**src/rtl/demux_1to4.sv**
```systemverilog
// 1-to-4 demultiplexer with a private FIFO per destination; depth 2 with
// DEMUX_SKID_EN defined (full rate per destination), depth 1 otherwise.
module demux_1to4 #(
   parameter int unsigned PLD_W = 4
) (
   input  logic             clk,
   input  logic             rst,
   input  logic             vld_src,
   input  logic [PLD_W-1:0] pld_src,
   input  logic [1:0]       sel_src,
   output logic             rdy_src,
   output logic             vld_dst0,
   output logic             vld_dst1,
   output logic             vld_dst2,
   output logic             vld_dst3,
   output logic [PLD_W-1:0] pld_dst0,
   output logic [PLD_W-1:0] pld_dst1,
   output logic [PLD_W-1:0] pld_dst2,
   output logic [PLD_W-1:0] pld_dst3,
   input  logic             rdy_dst0,
   input  logic             rdy_dst1,
   input  logic             rdy_dst2,
   input  logic             rdy_dst3,
   output logic             busy
);

`ifdef DEMUX_SKID_EN
   localparam int unsigned DEPTH = 2;
`else
   localparam int unsigned DEPTH = 1;
`endif
   localparam int unsigned NDST = 4;

   logic [1:0]       r_cnt  [NDST];
   logic [PLD_W-1:0] r_head [NDST];
`ifdef DEMUX_SKID_EN
   logic [PLD_W-1:0] r_tail [NDST];
   logic [PLD_W-1:0] w_tail_nxt [NDST];
`endif

   logic [1:0]       w_cnt_nxt  [NDST];
   logic [PLD_W-1:0] w_head_nxt [NDST];
   logic [NDST-1:0]  w_rdy_dst;
   logic [NDST-1:0]  w_push;
   logic [NDST-1:0]  w_pop;

   assign w_rdy_dst = {rdy_dst3, rdy_dst2, rdy_dst1, rdy_dst0};

   // Acceptance looks only at the selected buffer's registered occupancy.
   assign rdy_src = (r_cnt[sel_src] < 2'(DEPTH));

   always_comb begin
      w_push = '0;
      w_pop  = '0;
      for (int k = 0; k < int'(NDST); k++) begin
         w_cnt_nxt[k]  = r_cnt[k];
         w_head_nxt[k] = r_head[k];
`ifdef DEMUX_SKID_EN
         w_tail_nxt[k] = r_tail[k];
`endif
         w_pop[k]  = (r_cnt[k] != 2'd0) && w_rdy_dst[k];
         w_push[k] = vld_src && rdy_src && (sel_src == 2'(k));

         case ({w_push[k], w_pop[k]})
            2'b10:   w_cnt_nxt[k] = r_cnt[k] + 2'd1;
            2'b01:   w_cnt_nxt[k] = r_cnt[k] - 2'd1;
            default: w_cnt_nxt[k] = r_cnt[k];
         endcase

`ifdef DEMUX_SKID_EN
         if (w_pop[k]) begin
            w_head_nxt[k] = r_tail[k];
         end
         // Write slot is the occupancy left after this cycle's pop.
         if (w_push[k]) begin
            if ((r_cnt[k] - 2'(w_pop[k])) == 2'd0) begin
               w_head_nxt[k] = pld_src;
            end else begin
               w_tail_nxt[k] = pld_src;
            end
         end
`else
         if (w_push[k]) begin
            w_head_nxt[k] = pld_src;
         end
`endif
      end
   end

   always_ff @(posedge clk) begin
      if (rst) begin
         for (int k = 0; k < int'(NDST); k++) begin
            r_cnt[k]  <= 2'd0;
            r_head[k] <= '0;
`ifdef DEMUX_SKID_EN
            r_tail[k] <= '0;
`endif
         end
      end else begin
         for (int k = 0; k < int'(NDST); k++) begin
            r_cnt[k]  <= w_cnt_nxt[k];
            r_head[k] <= w_head_nxt[k];
`ifdef DEMUX_SKID_EN
            r_tail[k] <= w_tail_nxt[k];
`endif
         end
      end
   end

   assign vld_dst0 = (r_cnt[0] != 2'd0);
   assign vld_dst1 = (r_cnt[1] != 2'd0);
   assign vld_dst2 = (r_cnt[2] != 2'd0);
   assign vld_dst3 = (r_cnt[3] != 2'd0);
   assign pld_dst0 = r_head[0];
   assign pld_dst1 = r_head[1];
   assign pld_dst2 = r_head[2];
   assign pld_dst3 = r_head[3];
   assign busy     = vld_dst0 | vld_dst1 | vld_dst2 | vld_dst3;

endmodule

```
**config.mk**
```make
export PLATFORM = sky130hd
export DESIGN_NAME = demux_1to4
export DESIGN_NICKNAME = d
export VERILOG_FILES = /design/src/rtl/demux_1to4.sv
export SDC_FILE = /design/constraint.sdc
export NUM_CORES = 1
export LEC_CHECK = 0
export ABC_AREA = 0
export CAP_MARGIN = 15
export CORE_ASPECT_RATIO = 1.2
export CORE_UTILIZATION = 25
export DETAILED_ROUTE_END_ITERATION = 12
export PLACE_DENSITY = 0.57
export SETUP_SLACK_MARGIN = 0.1
export SYNTH_ARGS = -nofsm -noshare
export SYNTH_HDL_FRONTEND = slang
export SYNTH_SLANG_ARGS = --single-unit
```
**constraint.sdc**
```tcl
create_clock -name clk -period 2.35 [get_ports clk]
set_clock_uncertainty 0.15 [all_clocks]
set_input_delay 0.235 -clock clk [delete_from_list [all_inputs] [get_ports clk]]
set_output_delay 0.235 -clock clk [all_outputs]
set_load 0.1 [all_outputs]
```
==> results of run 1 <==
-- cells in the mapped netlist (3+ instances only) --
library cell	count	area, um^2
nor2b_1	4	25.0
inv_1	4	15.0
xnor2_1	4	35.0
or3_1	4	25.0
xor2_1	4	35.0
o21ai_0	4	20.0
dfxtp_1	24	480
nor2_1	5	18.8
nor2_2	3	18.8
ha_1	4	50.1
nand2b_1	20	125
mux2i_1	16	160
a21oi_1	4	20.0
clkbuf_1	3	11.3
-- worst max-delay path, stage by stage --
cell             delay (ps)
clkdlybuf4s50_1         560
mux4_1                  630
buf_12                  190
-- metal layers --
| metal | global-route usage | vias to the layer above | wire length [um] |
|---|---|---|---|
| met2 | 0.150 | 30 | 1090 |
| met4 | 0.0477 | 0 | 25 |
| li1 | - | 449 | - |
| met5 | 0 | - | 0 |
| met3 | 0.0269 | 4 | 152 |
| met1 | 0.142 | 407 | 1100 |
-- where the power goes --
group          total, W  internal, W  switching (W)  leakage (nW)
sequential     0.000504     0.000458      0.0000462         0.195
clock          0.000233     0.000114       0.000118        0.0216
combinational   0.00105     0.000284       0.000762         0.497
total           0.00178     0.000856       0.000926         0.714
-- kinds of logic after synthesis --
logic type      count (synthesis)  synth area share
mux                            17             0.163
flops                          24             0.421
compound gates                  8            0.0351
simple gates                   42             0.238
xor+xnor                        8            0.0613
fa+ha+maj                       4            0.0438
buf+inv                         9            0.0383
-- metrics by stage --
stage                     cells  hold slack [ps]  utilization  total power [W]  instance area, um^2
final                       206              331        0.362          0.00178                 1570
after global routing        206              351        0.362          0.00187                 1570
after CTS                   206              336        0.362          0.00181                 1570
after detailed placement    203              314        0.353          0.00157                 1530
after global placement      203              312        0.353          0.00155                 1530
after floorplan             112              305            -          0.00133                 1140
-- state kept, by name (all words and copies together), names as in the netlist --
name    cells
r_head     16
r_cnt       8
-- area by class of cell --
class | instances | area share
Tap cell | 56 | 0.0447
Sequential cell | 24 | 0.307
Multi-Input combinational cell | 79 | 0.395
Clock buffer | 3 | 0.0264
Timing Repair Buffer | 39 | 0.214
Inverter | 5 | 0.0136
-- worst paths after layout --
kind                  end  slack (ps)
max               rdy_src         350
min          r_head[3][1]         330
max reg2reg   r_cnt[3][1]         430
min reg2reg  r_head[3][1]         330
==> flow_summary.ini, run 1 <==
[pwr]
power_density_nw_per_um2 = 1140
vdd_drop_max_mv = 0.341
static-leakage-power_nw = 0.714

[clock_tree]
clkTransAtPathRegs_ps = 80
cts_max_level = 1
cts-root-buf = clkbuf_8
postCtsSetupBuffers = 0
post_cts_resized = 0
cts-buffers-inserted = 3
clk_latency_ps = 260
clk_path_buf_depth = 2
cts_tree = done
cts_hold_buf = 0
clock_sinks = 24

[global_route]
overflow = 0
grt_pass1_wl_um = 4020
antenna_found_initial = 0
grt_pass1_vias = 877
grt_usage = 0.104
grt_start_max_net_pins = 20

[floorplan]
dieArea_um2 = 4840
io_pins = 35
initial_utilization = 0.264
rows = 26
die_h_um = 76.1
die_w_um = 63.7
core_area_um2 = 4330

[sta]
finalSetupTns_ps = 0
period_needed_ps = 2000
final.setup.worst_slack_ps = 347
drv_slew = 0
finalCritPeriodShare = 0.852
slew_headroom = 0.659
hold_viol = 0
rsz0062_at_grt = false
setup_viol_count_final = 0
tightest_slew_ps = 510
max_freq_mhz = 499

[yosys]
netlist-cell-type-count = 23
synth-seq-area-share = 0.421
synth-edff-count = 0
synthFlopType = dfxtp_1
ys_async_sr_fraction = 0
syn_area_um2 = 1140
ys_warn_count = 0
ys_ff_latch = 24
synth_nets = 129
avgSynthCellArea_um2 = 10.2
postSynthCellCount = 112

[setup_path]
startpoint = sel_src[1]
crit_required_ps = 1970
start_kind = input pin
ff2ff_path_depth = 6
critPathCaptureType = output pin
worstSetupPathType = input pin to output pin
rr_startpoint = r_cnt[3][0]
worstPathMaxFanout = 5
cp.arrival_ps = 1620

[final_layout]
seq_area_um2 = 480
final_common_cell = buf_4
drive_gt1_frac = 0.247
multi_input_area_um2 = 618
diodes = 0
syn_to_final_growth_pct = 37.1
final_nets = 169
final_cell_mix = buf_4 (26), dfxtp_1 (24), nand2b_1 (20)
fill_cells = 445

[detailed_routing]
wl_per_cell_um = 11.5
routed_wl_um = 2360
ant_nets = 0
drt_iter0_drc = 46
drc = 0
drtPass1Iterations = 4
vias = 890
viasPerCell = 4.32

[outcome]
status = complete, no violations

[placed_design]
place_congestion = 0.681
dp_slack_ps = 168
port_buffers = 34
hpwl_um = 1850

[min_path]
hold_path_class = register to register
hold_depth = 2
min_from = r_head[3][1]

[run]
drv_cap = 0
(Power assumes the default switching activity.)
==> inputs of run 2 (changes only) <==
CORE_MARGIN = 5   (was default)
TNS_END_PERCENT = 100   (was default)
==> run 2 against run 1 <==
Effect of this change:
- total power up 0.67%
- first-iteration DRC count shrank 72%
- routed wire length grew 8.6%
- largest cell class unchanged
- sequential share of layout area about the same
- non-clock buffer count is the same
- hold slack worse by 4.2 ps
- utilization fell by 1.5 points
- die area rose by 24%
- highest routed layer unchanged
- global-route usage fell by 1.1 points
==> flow_summary.ini, run 2 (synthesized netlist as in run 1, its figures left out) <==
[setup_path]
start_kind = input pin
cp.arrival_ps = 1630
cp.depth = 3
cpPeakStageDelay_ps = 630
worstSetupPathType = input pin to output pin
ff2ff_path_depth = 6
rrSetupSlack_ps = 410
startpoint = sel_src[1]
slowest_stage = mux4_1
crit_chain = clkdlybuf4s50_1 -> mux4_1 -> buf_12
cp_num_buf_inv = 2
worstPathMaxFanout = 5
crit_family = buffers and inverters
critPathCaptureType = output pin
rr_startpoint = r_cnt[3][0]
crit_required_ps = 1970

[floorplan]
io_pins = 35
core_area_um2 = 4530
die_h_um = 84.1
initial_utilization = 0.252
dieArea_um2 = 6030
rows = 27
die_w_um = 71.7

[min_path]
hold_depth = 2
min_from = r_head[3][2]
hold_path_class = register to register

[detailed_routing]
drtPass1Iterations = 4
ant_nets = 0
wl_per_cell_um = 12.3
routed_wl_um = 2560
viasPerCell = 4.30
vias = 895
drc = 0
drt_iter0_drc = 13

[clock_tree]
clk_path_buf_depth = 2
post_cts_resized = 0
clock_sinks = 24
clk_latency_ps = 260
clkTransAtPathRegs_ps = 80
cts-buffers-inserted = 3
cts_max_level = 1
cts_tree = done
cts_hold_buf = 0
postCtsSetupBuffers = 0
cts-root-buf = clkbuf_8

[outcome]
status = complete, no violations

[global_route]
grt_start_max_net_pins = 20
grt_usage = 0.0921
grt_pass1_vias = 960
grt_pass1_wl_um = 4460
antenna_found_initial = 0
overflow = 0

[placed_design]
place_congestion = 0.737
dp.cells = 205
place_area_um2 = 1530
port_buffers = 34
hpwl_um = 2060
dp_slack_ps = 136

[sta]
drv_slew = 0
final.setup.worst_slack_ps = 337
period_needed_ps = 2010
finalCritPeriodShare = 0.857
setup_viol_count_final = 0
rsz0062_at_grt = false
finalSetupTns_ps = 0
slew_headroom = 0.657
tightest_slew_ps = 513
hold_viol = 0
max_freq_mhz = 497

[pwr]
power_density_nw_per_um2 = 1140
power.share.clock = 0.130
combPwrFrac = 0.589
vdd_drop_max_mv = 0.394
power_frac_seq = 0.281
p_int_w = 0.000857
static-leakage-power_nw = 0.714
p_sw_frac = 0.523
power_switching_w = 0.000938

[final_layout]
final_nets = 169
final_util = 0.347
final_cell_mix = buf_4 (26), dfxtp_1 (24), nand2b_1 (20)
regMostFlops = r_head
diodes = 0
final_common_cell = buf_4
final_cells = 208
top_regs = r_head x16, r_cnt x8
drive_gt1_frac = 0.247
final_area_um2 = 1570
largest_reg_flops = 16
fill_cells = 484
syn_to_final_growth_pct = 37.3

[run]
drv_cap = 0
==> run 2: worst paths after layout <==
path                  endpoint
setup reg to reg   r_cnt[3][1]
hold reg to reg   r_head[3][2]
hold / removal    r_head[3][2]
setup / recovery       rdy_src
==> run 2: power groups by stage <==
stage                     registers, W  clock network, W  logic [W]
after floorplan               0.000618                 0   0.000716
after global placement        0.000510                 0    0.00104
after detailed placement      0.000514                 0    0.00106
after CTS                     0.000505          0.000244    0.00106
after global routing          0.000512          0.000264    0.00112
final                         0.000504          0.000234    0.00106
==> run 2: layer usage <==
metal | part of all wire | track usage | vias to the layer above
met5 | 0 | 0 | -
met4 | 0.0098 | 0.0291 | 0
met3 | 0.087 | 0.0313 | 3
met2 | 0.45 | 0.142 | 31
met1 | 0.46 | 0.119 | 410
li1 | - | - | 451
==> run 2: metrics by stage <==
stage	hold slack [ps]	total power [W]
finish	327	0.00179
global route	344	0.00189
CTS	331	0.00181
detailed placement	315	0.00158
global placement	315	0.00155
floorplan	305	0.00133
==> run 2: layout make-up <==
cell class,count,area (um^2),share of cell area
Multi-Input combinational cell,79,618,0.394
Inverter,5,21.3,0.0136
Tap cell,58,72.6,0.0463
Clock buffer,3,41.3,0.0263
Timing Repair Buffer,39,335,0.214
Sequential cell,24,480,0.306
==> run 2: tightest hold or removal path, delay by kind of cell, from the launching register on <==
kind / cells / cell delay, ps
DFF: 1 / 310
muxes: 1 / 60
and+or+nand+nor: 1 / 60
==> inputs of run 3 (changes only) <==
ABC_CLOCK_PERIOD_IN_PS = 2350   (was default)
==> results of run 3 <==
Same layout as run 2: the final DEF is identical, and so are final timing and power.
